$ cat src/rtl/imem_boot_loader.sv
// UART boot loader: receives a framed image, writes it word-by-word into IMEM, verifies an XOR
// checksum, then hands the IMEM address port to the CPU fetch path.
module imem_boot_loader #(
  parameter int unsigned SIZE        = 2048,
  parameter int unsigned TIMEOUT_CYC = 100000,
  localparam int unsigned AW         = $clog2(SIZE)
) (
  input  logic          i_clk,
  input  logic          i_rst,
  input  logic          i_rx_valid,
  input  logic [7:0]    i_rx_data,
  input  logic          i_boot_req,
  input  logic [31:0]   i_pc,
  output logic          o_mem_we,
  output logic [AW-1:0] o_mem_addr,
  output logic [31:0]   o_mem_wdata,
  output logic          o_cpu_hold,
  output logic          o_done,
  output logic          o_err
);

  localparam int unsigned TW = $clog2(TIMEOUT_CYC + 1);
  localparam logic [7:0] SyncByte = 8'hA5;

  typedef enum logic [2:0] {
    StIdle,
    StLen0,
    StLen1,
    StData,
    StCsum,
    StDone,
    StErr
  } state_e;

  state_e          r_state;
  state_e          w_state_next;
  logic [15:0]     r_len;
  logic [AW-1:0]   r_idx;
  logic [1:0]      r_bcnt;
  logic [7:0]      r_csum;
  logic [23:0]     r_asm;
  logic [31:0]     r_wdata;
  logic            r_we;
  logic [TW-1:0]   r_tmo;

  logic [15:0]     w_len_new;
  logic            w_last_word;
  logic            w_active;
  logic            w_tmo_hit;
  logic            w_unused_pc;

  assign w_len_new   = {i_rx_data, r_len[7:0]};
  assign w_last_word = (32'(r_idx) + 32'd1) == 32'(r_len);
  assign w_active    = (r_state == StLen0) || (r_state == StLen1) ||
                       (r_state == StData) || (r_state == StCsum);
  assign w_tmo_hit   = w_active && !i_rx_valid && (r_tmo == TW'(TIMEOUT_CYC - 1));
  assign w_unused_pc = ^{i_pc[31:AW+2], i_pc[1:0]};

  always_ff @(posedge i_clk or posedge i_rst) begin
    if (i_rst) begin
      r_state <= StIdle;
    end else begin
      r_state <= w_state_next;
    end
  end

  always_comb begin
    w_state_next = r_state;
    unique case (r_state)
      StIdle: begin
        if (i_rx_valid && (i_rx_data == SyncByte)) w_state_next = StLen0;
      end
      StLen0: begin
        if (i_rx_valid) w_state_next = StLen1;
      end
      StLen1: begin
        if (i_rx_valid) begin
          if ((w_len_new == 16'd0) || (32'(w_len_new) > SIZE)) w_state_next = StErr;
          else                                                  w_state_next = StData;
        end
      end
      StData: begin
        if (i_rx_valid && (r_bcnt == 2'd3) && w_last_word) w_state_next = StCsum;
      end
      StCsum: begin
        if (i_rx_valid) w_state_next = (i_rx_data == r_csum) ? StDone : StErr;
      end
      StDone: begin
        // A byte arriving alongside the boot request is dropped, even a sync byte.
        if (i_boot_req) w_state_next = StIdle;
      end
      StErr: begin
        if (i_rx_valid && (i_rx_data == SyncByte)) w_state_next = StLen0;
      end
      default: w_state_next = StIdle;
    endcase
    if (w_tmo_hit) w_state_next = StErr;
  end

  always_ff @(posedge i_clk or posedge i_rst) begin
    if (i_rst) begin
      r_len   <= '0;
      r_idx   <= '0;
      r_bcnt  <= '0;
      r_csum  <= '0;
      r_asm   <= '0;
      r_wdata <= '0;
      r_we    <= 1'b0;
      r_tmo   <= '0;
    end else begin
      r_we <= 1'b0;
      // Index advances after the write cycle and saturates at the last word of the frame.
      if (r_we && ((32'(r_idx) + 32'd1) < 32'(r_len))) r_idx <= r_idx + AW'(1);

      if (w_active && !i_rx_valid && !w_tmo_hit) r_tmo <= r_tmo + TW'(1);
      else                                        r_tmo <= '0;

      if (i_rx_valid) begin
        unique case (r_state)
          StLen0: r_len[7:0] <= i_rx_data;
          StLen1: begin
            r_len  <= w_len_new;
            r_idx  <= '0;
            r_bcnt <= '0;
            r_csum <= '0;
          end
          StData: begin
            r_csum <= r_csum ^ i_rx_data;
            r_bcnt <= r_bcnt + 2'd1;
            unique case (r_bcnt)
              2'd0: r_asm[7:0]   <= i_rx_data;
              2'd1: r_asm[15:8]  <= i_rx_data;
              2'd2: r_asm[23:16] <= i_rx_data;
              default: begin
                r_wdata <= {i_rx_data, r_asm};
                r_we    <= 1'b1;
              end
            endcase
          end
          default: ;
        endcase
      end
    end
  end

  always_comb begin
    o_mem_we    = r_we;
    o_mem_wdata = r_wdata;
    o_done      = (r_state == StDone);
    o_err       = (r_state == StErr);
    o_cpu_hold  = (r_state != StDone);
    o_mem_addr  = (r_state == StDone) ? i_pc[AW+1:2] : r_idx;
  end

endmodule
$ cat config.mk
export PLATFORM = sky130hd
export DESIGN_NAME = imem_boot_loader
export DESIGN_NICKNAME = d
export VERILOG_FILES = /design/src/rtl/imem_boot_loader.sv
export SDC_FILE = /design/constraint.sdc
export NUM_CORES = 1
export LEC_CHECK = 0
export BUFFER_PORTS_ARGS = -buffer_cell sky130_fd_sc_hd__buf_2
export CAP_MARGIN = 20
export CORE_MARGIN = 1
export CORE_UTILIZATION = 61
export CTS_BUF_LIST = sky130_fd_sc_hd__clkbuf_8 sky130_fd_sc_hd__clkbuf_16
export DETAILED_ROUTE_END_ITERATION = 6
export PLACE_DENSITY = 0.85
export SETUP_SLACK_MARGIN = 0.3
export SYNTH_ARGS = -nofsm -noshare
export SYNTH_HDL_FRONTEND = slang
export SYNTH_SLANG_ARGS = --single-unit
export TNS_END_PERCENT = 5
$ cat constraint.sdc
create_clock -name i_clk -period 10 [get_ports i_clk]
set_clock_uncertainty 0.2 [all_clocks]
set_input_delay 0.5 -clock i_clk [delete_from_list [all_inputs] [get_ports i_clk]]
set_output_delay 0.5 -clock i_clk [all_outputs]
set_load 0.05 [all_outputs]
Yosys cells after proc, flatten, opt, wreduce, memory -nomap -nowiden

Cells that the tools add are included.

Register bits after elaboration: 114
Latch bits: 0
Bits in writable memories: 0
Bits in read-only memories: 0
Input bits: 44
Output and inout bits: 47
Word-level logic and storage cells: 87
Memories: 0

Add/subtract/negate cells: 4
$mul: 0
Divide/modulo/power cells: 0
$lt $le $gt $ge: 2
Equal/unequal tests: 20
Shift-type cells: 0
Muxes and demuxes: 20
Bitwise gates (word level): 2
Reductions and logical operators: 27

Operators with widths:

| cell                    | count |
|---|---|
| $mux W11                | 4 |
| $eq A32 B16 Y1          | 1 |
| $mux W3                 | 8 |
| $pmux W3 S6             | 1 |
| $add A17 B1 Y17 const B | 1 |
| $eq A17 B17 Y1 const B  | 1 |
| $mux W17                | 1 |
| $gt A16 B12 Y1 const B  | 1 |
| $logic_not A16 Y1       | 1 |
| $lt A12 B16 Y1          | 1 |
| $pmux W8 S2             | 1 |
| $add A11 B1 Y12 const B | 1 |
| $ne A3 B3 Y1 const B    | 4 |
| $reduce_and A3 Y1       | 4 |
| $add A11 B1 Y11 const B | 1 |
| $eq A3 B3 Y1 const B    | 3 |
| $eq A8 B8 Y1            | 1 |
| $eq A8 B8 Y1 const B    | 1 |
| $xor A8 B8 Y8           | 1 |
| $logic_and A1 B1 Y1     | 7 |
| $eq A3 B2 Y1 const B    | 2 |
| $ne A3 B2 Y1 const B    | 2 |
| $reduce_and A2 Y1       | 3 |
| $reduce_and A6 Y1       | 1 |
| other kinds (16)        | 23 |

Depth between registers and ports, before layout

Gate-level depths: netlist of run 1.

Depth after elaboration: 9
Gate-level depth with buffers: 12

Worst setup path before layout of run 1

No wires, ideal clock.

Path type: reg2reg
From: register r_idx[0]
To: register r_state[2]
Setup time: 0.126 ns
Arrival: 2.683 ns
Data required time: 9.674 ns
Path slack: 6.991 ns
Cell stages (with the launch flop): 12
Buffers on the path: 0
Clock period less this slack: 3.009 ns
Cell sequence: dfrtp_1 > ha_1 > nand3_2 > nor3_2 > nand3_1 > xnor2_1 > ha_1 > and3_1 > nand4_1 > o211a_1 > o31a_1 > a311o_1

Longest elaborated chain between the ends: 5

Ends and longest elaborated chain:

| what                        | line | RTL |
|---|---|---|
| from (decl)                 | 38   | `logic [AW-1:0] r_idx;` |
| from (signal assigned)      | 113  | `if (r_we && ((32'(r_idx) + 32'd1) < 32'(r_len))) r_idx <= r_idx + AW'(1);` |
| $add A11 B1 Y12             | 53   | `assign w_last_word = (32'(r_idx) + 32'd1) == 32'(r_len);` |
| $eq A32 B16 Y1              | 53   |  |
| $logic_and A1 B1 Y1         | 83   | `if (i_rx_valid && (r_bcnt == 2'd3) && w_last_word) w_state_next = StCsum;` |
| $ne A3 B2 Y1 (no line)      | --   |  |
| $reduce_and A6 Y1 (no line) | --   |  |
| to (signal assigned)        | 61   | `r_state <= StIdle;` |
| to (signal assigned)        | 63   | `r_state <= w_state_next;` |
| to (decl)                   | 35   | `state_e r_state;` |

Every way passes these cells.
A chain may end at the register's enable or synchronous reset.

Final worst setup path of run 1

From: register r_state[0]
To: output port o_mem_addr[4]

Longest elaborated chain between the ends: 2

Ends and longest elaborated chain:

| what         | line | RTL |
|---|---|---|
| $eq A3 B3 Y1 | 152  | `o_mem_addr = (r_state == StDone) ? i_pc[AW+1:2] : r_idx;` |
| $mux W11     | 152  |  |
| to (decl)    | 15   | `output logic [AW-1:0] o_mem_addr,` |

Every way passes these cells.

==> flow_metrics.env, run 1 <==
export IMPL_status="finished clean"
export IMPL_grt_setup_unrepaired="false"
export IMPL_syn2layout_area_growth_pct=17.82
export IMPL_synth_seq_cells=114
export IMPL_drive_above_1_share_pct=26.01
export IMPL_clock_latency_ns=0.51
export IMPL_viasPerCell=5.991
export IMPL_slowest_stage="dfrtp_1"
export IMPL_clk_pin_slew_worst_paths_ns=0.06
export IMPL_h_tree_depth=4
export IMPL_cts_tree="built"
export IMPL_critPathBufInv=2
export IMPL_synth_edf_count=0
export IMPL_yosys_warnings=0
export IMPL_antenna_cells=0
export IMPL_fin_crit_sh_pct=36.05
export IMPL_worstMarginPinSlew_ns=0.7949
export IMPL_port_buffers=69
export IMPL_clock_fmax_mhz=277.4
export IMPL_final_setup_viol_count=0
export IMPL_synth_flop_cell="dfrtp_1"
export IMPL_postRouteAntennaNets=0
export IMPL_ys_async_sr_fraction_pct=100.0
export IMPL_firstDrtPassIters=4
export IMPL_grt_pass1_wl_mm=21.69
export IMPL_cp_required_ns=9.30
export IMPL_stdcell_count=753
export IMPL_grt_overflow_total=0
export IMPL_arrival_ns=2.90
export IMPL_netlist_instances=567
export IMPL_met1_length_mm=5.215
export IMPL_start_kind="register"
export IMPL_clock_sinks=114
export IMPL_leakagePower_nw=3.390
export IMPL_crit_fanout=27
export IMPL_worstSetupPathType="register to output port"
export IMPL_drv_cap=0
export IMPL_syn_area_per_cell_um2=10.19
export IMPL_maxSlewHeadroom_pct=47.01
export IMPL_cts_buffers=17
export IMPL_gp_congestion=0.8288
export IMPL_drtIter0Drc=263
export IMPL_pre_cts_ws_ns=6.515
export IMPL_vias=4511
export IMPL_dr_wl_met2_mm=6.836
export IMPL_synth_cell_types=58
export IMPL_crit_path_end_kind="output port"
export IMPL_cp_cell_sequence="nand3_1, inv_1, nand2_1, o21ai_0, buf_2"
export IMPL_track_usage_pct=28.61
export IMPL_hold_viol=0
export IMPL_finalCriticalPeriod_ns=3.605
export IMPL_num_nets_final=693
export IMPL_cts_root_buf="clkbuf_8"
export IMPL_die_height_um=99.34
export IMPL_hpwl_mm=8.546
export IMPL_die_w_um=99.34
export IMPL_rows=35
export IMPL_hp_class="input pin to register"
export IMPL_netlist_area_um2=5779
export IMPL_fin_ws_ns=6.395
export IMPL_drv_slew=0
export IMPL_dp_cells=721
export IMPL_drcViolationCount=0
export IMPL_antenna_found_initial=0
export IMPL_route_met3_wl_um=650
export IMPL_critPathMaxStageDelay_ns=0.84
export IMPL_start_util_pct=62.84
export IMPL_yosysSeqAreaShare_pct=49.36
export IMPL_die_area_um2=9867
export IMPL_path_delay_family="flip-flops"
export IMPL_highest_layer="met4"
export IMPL_ios=91
export IMPL_clk_path_buf_depth=2
export IMPL_grt_start_max_net_pins=68
export IMPL_grt_pass1_vias=4519
export IMPL_holdWs_ns=0.1147
export IMPL_wl_per_cell_um=17.33
export IMPL_finalSetupTns_ns=0
export IMPL_p_per_area_nw_per_um2=263.8
export IMPL_ir_drop_mv=0.1226
export IMPL_drt_wl_total_mm=13.05
export IMPL_coreArea_um2=9196
export IMPL_syn_num_nets=630
==> layer usage <==
metal,vias to the layer above,GRT usage (%)
li1,2096,-
met1,2221,33.16
met2,162,50.59
met3,32,6.465
met4,0,13.12
met5,-,0
==> layout by cell type (no fill, tap or decap), types with 3 or more instances in the layout <==
cell,n
nor3_1,7
nand4_1,8
and3_1,6
bufinv_16,5
clkbuf_16,16
a21oi_1,15
xor2_1,16
or4_1,7
ha_1,19
o31ai_1,7
dfrtp_1,114
nand3_1,14
clkinv_4,6
nor2b_1,6
mux2_2,45
o21ai_0,39
inv_1,25
mux2i_1,3
nor2_1,28
buf_4,3
nand2_1,101
buf_2,69
nand2b_1,12
xnor2_1,11
nor4_1,5
o22ai_1,4
==> metrics by stage <==
step / util (%) / power (mW) / cell area [um^2]
after global placement: 66.93 / 1.100 / 6155
after floorplan: - / 1.022 / 5779
after global routing: 74.04 / 1.886 / 6809
final: 74.04 / 1.796 / 6809
after CTS: 74.04 / 1.800 / 6809
after detailed placement: 66.93 / 1.136 / 6155
==> final timing paths <==
kind / depth (start not counted) / slack (ns) / end / start
max in group asynchronous: 4 / 7.95 / o_mem_wdata[25] / i_rst
min reg2reg: 2 / 0.29 / r_asm[20] / r_asm[20]
max reg2reg: 11 / 6.51 / r_idx[5] / r_idx[0]
min in group asynchronous: 3 / 0.51 / r_tmo[11] / i_rst
max: 5 / 6.40 / o_mem_addr[4] / r_state[0]
min: 3 / 0.11 / r_len[14] / i_rx_data[6]
==> report_power, final <==
group | internal [mW] | leakage [nW] | switching, mW
clock network | 0.432 | 0.310 | 0.217
registers | 0.570 | 1.53 | 0.0955
logic | 0.169 | 1.55 | 0.312
==> cell families after synthesis <==
kind of cell / count (synthesis) / synth area share [%]
flops: 114 / 49.36
buf+inv: 55 / 4.113
xor+xnor: 27 / 4.092
simple gates: 221 / 19.98
mux: 48 / 9.288
fa+ha+maj: 19 / 4.113
compound gates: 83 / 9.050
==> registers in the layout, indices dropped and copies added, names as in the netlist <==
signal and cells:
r_tmo 17, r_state 3, r_len 16, r_asm 24, o_mem_wdata 32, o_mem_we 1
r_bcnt 2, r_idx 11, r_csum 8
==> synth_stat cells (3+ instances only) <==
cell type	count	area, um^2
inv_1	26	97.59
nand2b_1	12	75.07
nand3_1	14	70.07
xor2_1	16	140.1
nor2_1	28	105.1
nand2_1	101	379.1
dfrtp_1	114	2853
nor4_1	5	31.28
xnor2_1	11	96.34
buf_2	13	65.06
o22ai_1	4	25.02
clkbuf_1	13	48.80
or4_1	7	52.55
mux2i_1	3	30.03
ha_1	19	237.7
nor2b_1	6	37.54
mux2_2	45	506.7
o31ai_1	7	52.55
o21ai_0	39	195.2
a21oi_1	15	75.07
and3_1	6	37.54
nand4_1	8	50.05
nor3_1	7	35.03
==> tightest hold or removal path, stage by stage <==
cell and delay [ns]:
buf_2 0.16, nand2_1 0.07, nand2_1 0.05
==> cell type report <==
cell class / instances / area, um^2
flip-flops and latches: 114 / 2853
multi-input cells: 398 / 2695
fillers: 618 / 2387
clock buffers: 17 / 414.1
repair buffers: 73 / 377.9
clock inverters: 14 / 230.2
well taps: 111 / 138.9
inverters: 26 / 100.1
==> timing repair <==
action,in CTS,in global routing
buffers inserted,0,0
gates resized for setup,0,0
hold endpoints to repair,66,0
hold buffers,1,0
Note: power is estimated with default switching activity, not from simulation.
==> inputs of run 2 (changes only) <==
- CORE_UTILIZATION: 61 -> 57
- PLACE_DENSITY: 0.85 -> 0.8
- clock period: 10 -> 3.8 ns (I/O delays scaled with it)
==> run 2 against run 1 <==
Sequential cell count unchanged. Die area increased by 6.9%. Cell count is 5.0% higher. Power grew to 2.6 times the previous value. Sequential share of layout area shrank 0.73 points. Routed wire length increased by 1.9%. Core utilization shrank 3.4 points. Worst setup slack worse by 5.9 ns. Combinational power rose to 2.6 times the previous value. Critical endpoint is now r_idx[5]. Largest cell class unchanged.
==> flow_metrics.env, run 2 (synthesized netlist as in run 1, its figures left out) <==
export IMPL_clock_latency_ns=0.51
export IMPL_drtIter0Drc=345
export IMPL_port_buffers=69
export IMPL_ios=91
export IMPL_hp_class="input pin to register"
export IMPL_ir_drop_mv=0.3043
export IMPL_sw_frac_of_total_pct=35.65
export IMPL_viasPerCell=5.752
export IMPL_arrival_ns=3.55
export IMPL_clock_fmax_mhz=301.7
export IMPL_critPathMaxStageDelay_ns=0.50
export IMPL_grtUsageMet1_pct=33.44
export IMPL_slowest_stage="or4_1"
export IMPL_crit_fanout=10
export IMPL_final_setup_viol_count=0
export IMPL_wl_per_cell_um=16.81
export IMPL_hold_viol=0
export IMPL_most_common_layout_cells="dfrtp_1, nand2_1, buf_2"
export IMPL_antenna_found_initial=0
export IMPL_critPathBufInv=1
export IMPL_cts_tree="built"
export IMPL_clk_path_buf_depth=2
export IMPL_fillers=706
export IMPL_drv_cap=0
export IMPL_cts_root_buf="clkbuf_8"
export IMPL_seqPwrFrac_pct=38.0
export IMPL_maxSlewHeadroom_pct=36.77
export IMPL_power_frac_comb_pct=27.5
export IMPL_cts_buffers=17
export IMPL_largest_reg_flops=32
export IMPL_clk_pin_slew_worst_paths_ns=0.06
export IMPL_use_met2_pct=46.97
export IMPL_h_tree_depth=4
export IMPL_grt_setup_unrepaired="false"
export IMPL_grt_start_max_net_pins=79
export IMPL_cp_cell_sequence="ha_2, nand3_2, nor3_4, nand3_1, xnor2_1, ha_1, and3_1, nand3_4, o2bb2ai_2, buf_4, or4_1, a21oi_1"
export IMPL_start_kind="register"
export IMPL_fin_crit_sh_pct=87.23
export IMPL_drcViolationCount=0
export IMPL_start_util_pct=58.86
export IMPL_internal_power_mw=2.962
export IMPL_total_power_mw=4.604
export IMPL_clock_sinks=114
export IMPL_crit_path_end_kind="register"
export IMPL_firstDrtPassIters=5
export IMPL_grt_overflow_total=0
export IMPL_antenna_cells=0
export IMPL_drive_above_1_share_pct=26.75
export IMPL_track_usage_pct=26.89
export IMPL_num_nets_final=708
export IMPL_worstSetupPathType="register to register"
export IMPL_layout_commonest_cell="dfrtp_1"
export IMPL_vias=4550
export IMPL_die_area_um2=10550
export IMPL_cp_required_ns=4.03
export IMPL_path_delay_family="simple AND/OR/NAND/NOR gates"
export IMPL_busiest_layer="met2"
export IMPL_coreArea_um2=9819
export IMPL_postRouteAntennaNets=0
export IMPL_p_per_area_nw_per_um2=663.8
export IMPL_clkPwrFrac_pct=34.5
export IMPL_place_area_um2=6212
export IMPL_finalCriticalPeriod_ns=3.315
export IMPL_die_w_um=102.7
export IMPL_status="finished clean"
export IMPL_switchingPower_mw=1.641
export IMPL_rows=36
export IMPL_drv_slew=0
export IMPL_grt_pass1_wl_mm=21.38
export IMPL_leakagePower_nw=3.444
export IMPL_finalSetupTns_ns=0
export IMPL_hpwl_mm=8.744
export IMPL_syn2layout_area_growth_pct=20.00
export IMPL_worstMarginPinSlew_ns=0.9484
export IMPL_grt_pass1_vias=4478
export IMPL_die_height_um=102.7
export IMPL_drt_wl_total_mm=13.30
export IMPL_fin_area_um2=6935
export IMPL_gp_congestion=0.8499
export IMPL_grt_met3_usage_pct=5.220
run 2: routing by layer:
metal / part of all wire [%] / wire [um] / up-vias
met5: 0 / 0 / -
met4: 1.5 / 193 / 0
met2: 51 / 6767 / 157
li1: - / - / 2120
met3: 4.9 / 657 / 18
met1: 43 / 5680 / 2255
run 2: path summary, 6_finish.rpt:
kind,from,end,slack (ns),cells after the start
setup / recovery,r_idx[1],r_idx[5],0.49,12
setup reg to reg,r_idx[1],r_idx[5],0.49,12
max in group asynchronous,i_rst,r_asm[13],2.32,4
min in group asynchronous,i_rst,r_tmo[15],0.23,3
hold / removal,i_boot_req,r_state[1],0.21,5
hold reg to reg,r_asm[12],r_asm[12],0.28,2
run 2: repair_timing:
action,CTS,global route
endpoints found under the setup margin,0,10
buffers inserted,0,2
endpoints found under the hold margin,124,0
hold buffers,10,0
gates resized for setup,0,4
run 2: power groups by stage:
stage / logic (mW) / registers, mW / clock network (mW)
6_report: 1.26 / 1.75 / 1.59
3_5_place_dp: 1.23 / 1.76 / 0
3_3_place_gp: 1.17 / 1.73 / 0
4_1_cts: 1.26 / 1.75 / 1.60
5_1_grt: 1.39 / 1.79 / 1.66
2_1_floorplan: 0.910 / 1.78 / 0
run 2: worst min-delay path, stage by stage:
cell and delay [ns]:
buf_2 0.10, o22ai_1 0.17, a211o_1 0.19, or4_1 0.13, nand3_1 0.09
run 2: through the flow:
| step | utilization (%) | instances | hold slack [ns] | worst slack [ns] |
|---|---|---|---|---|
| floorplan | - | 567 | 0.09544 | 0.3943 |
| global placement | 63.26 | 747 | 0.2525 | 0.4644 |
| detailed placement | 63.26 | 747 | 0.2621 | 0.3583 |
| CTS | 70.36 | 789 | 0.1968 | 0.3156 |
| global route | 70.63 | 791 | 0.2413 | 0.3169 |
| finish | 70.63 | 791 | 0.2113 | 0.4853 |
run 2: area by class of cell:
type	instances	area (um^2)	share of cell area, %
flip-flops and latches	114	2855	41.17
multi-input cells	398	2704	38.99
repair buffers	88	513.0	7.397
clock buffers	17	414.1	5.971
clock inverters	15	182.7	2.634
well taps	133	166.4	2.399
inverters	26	100.1	1.443
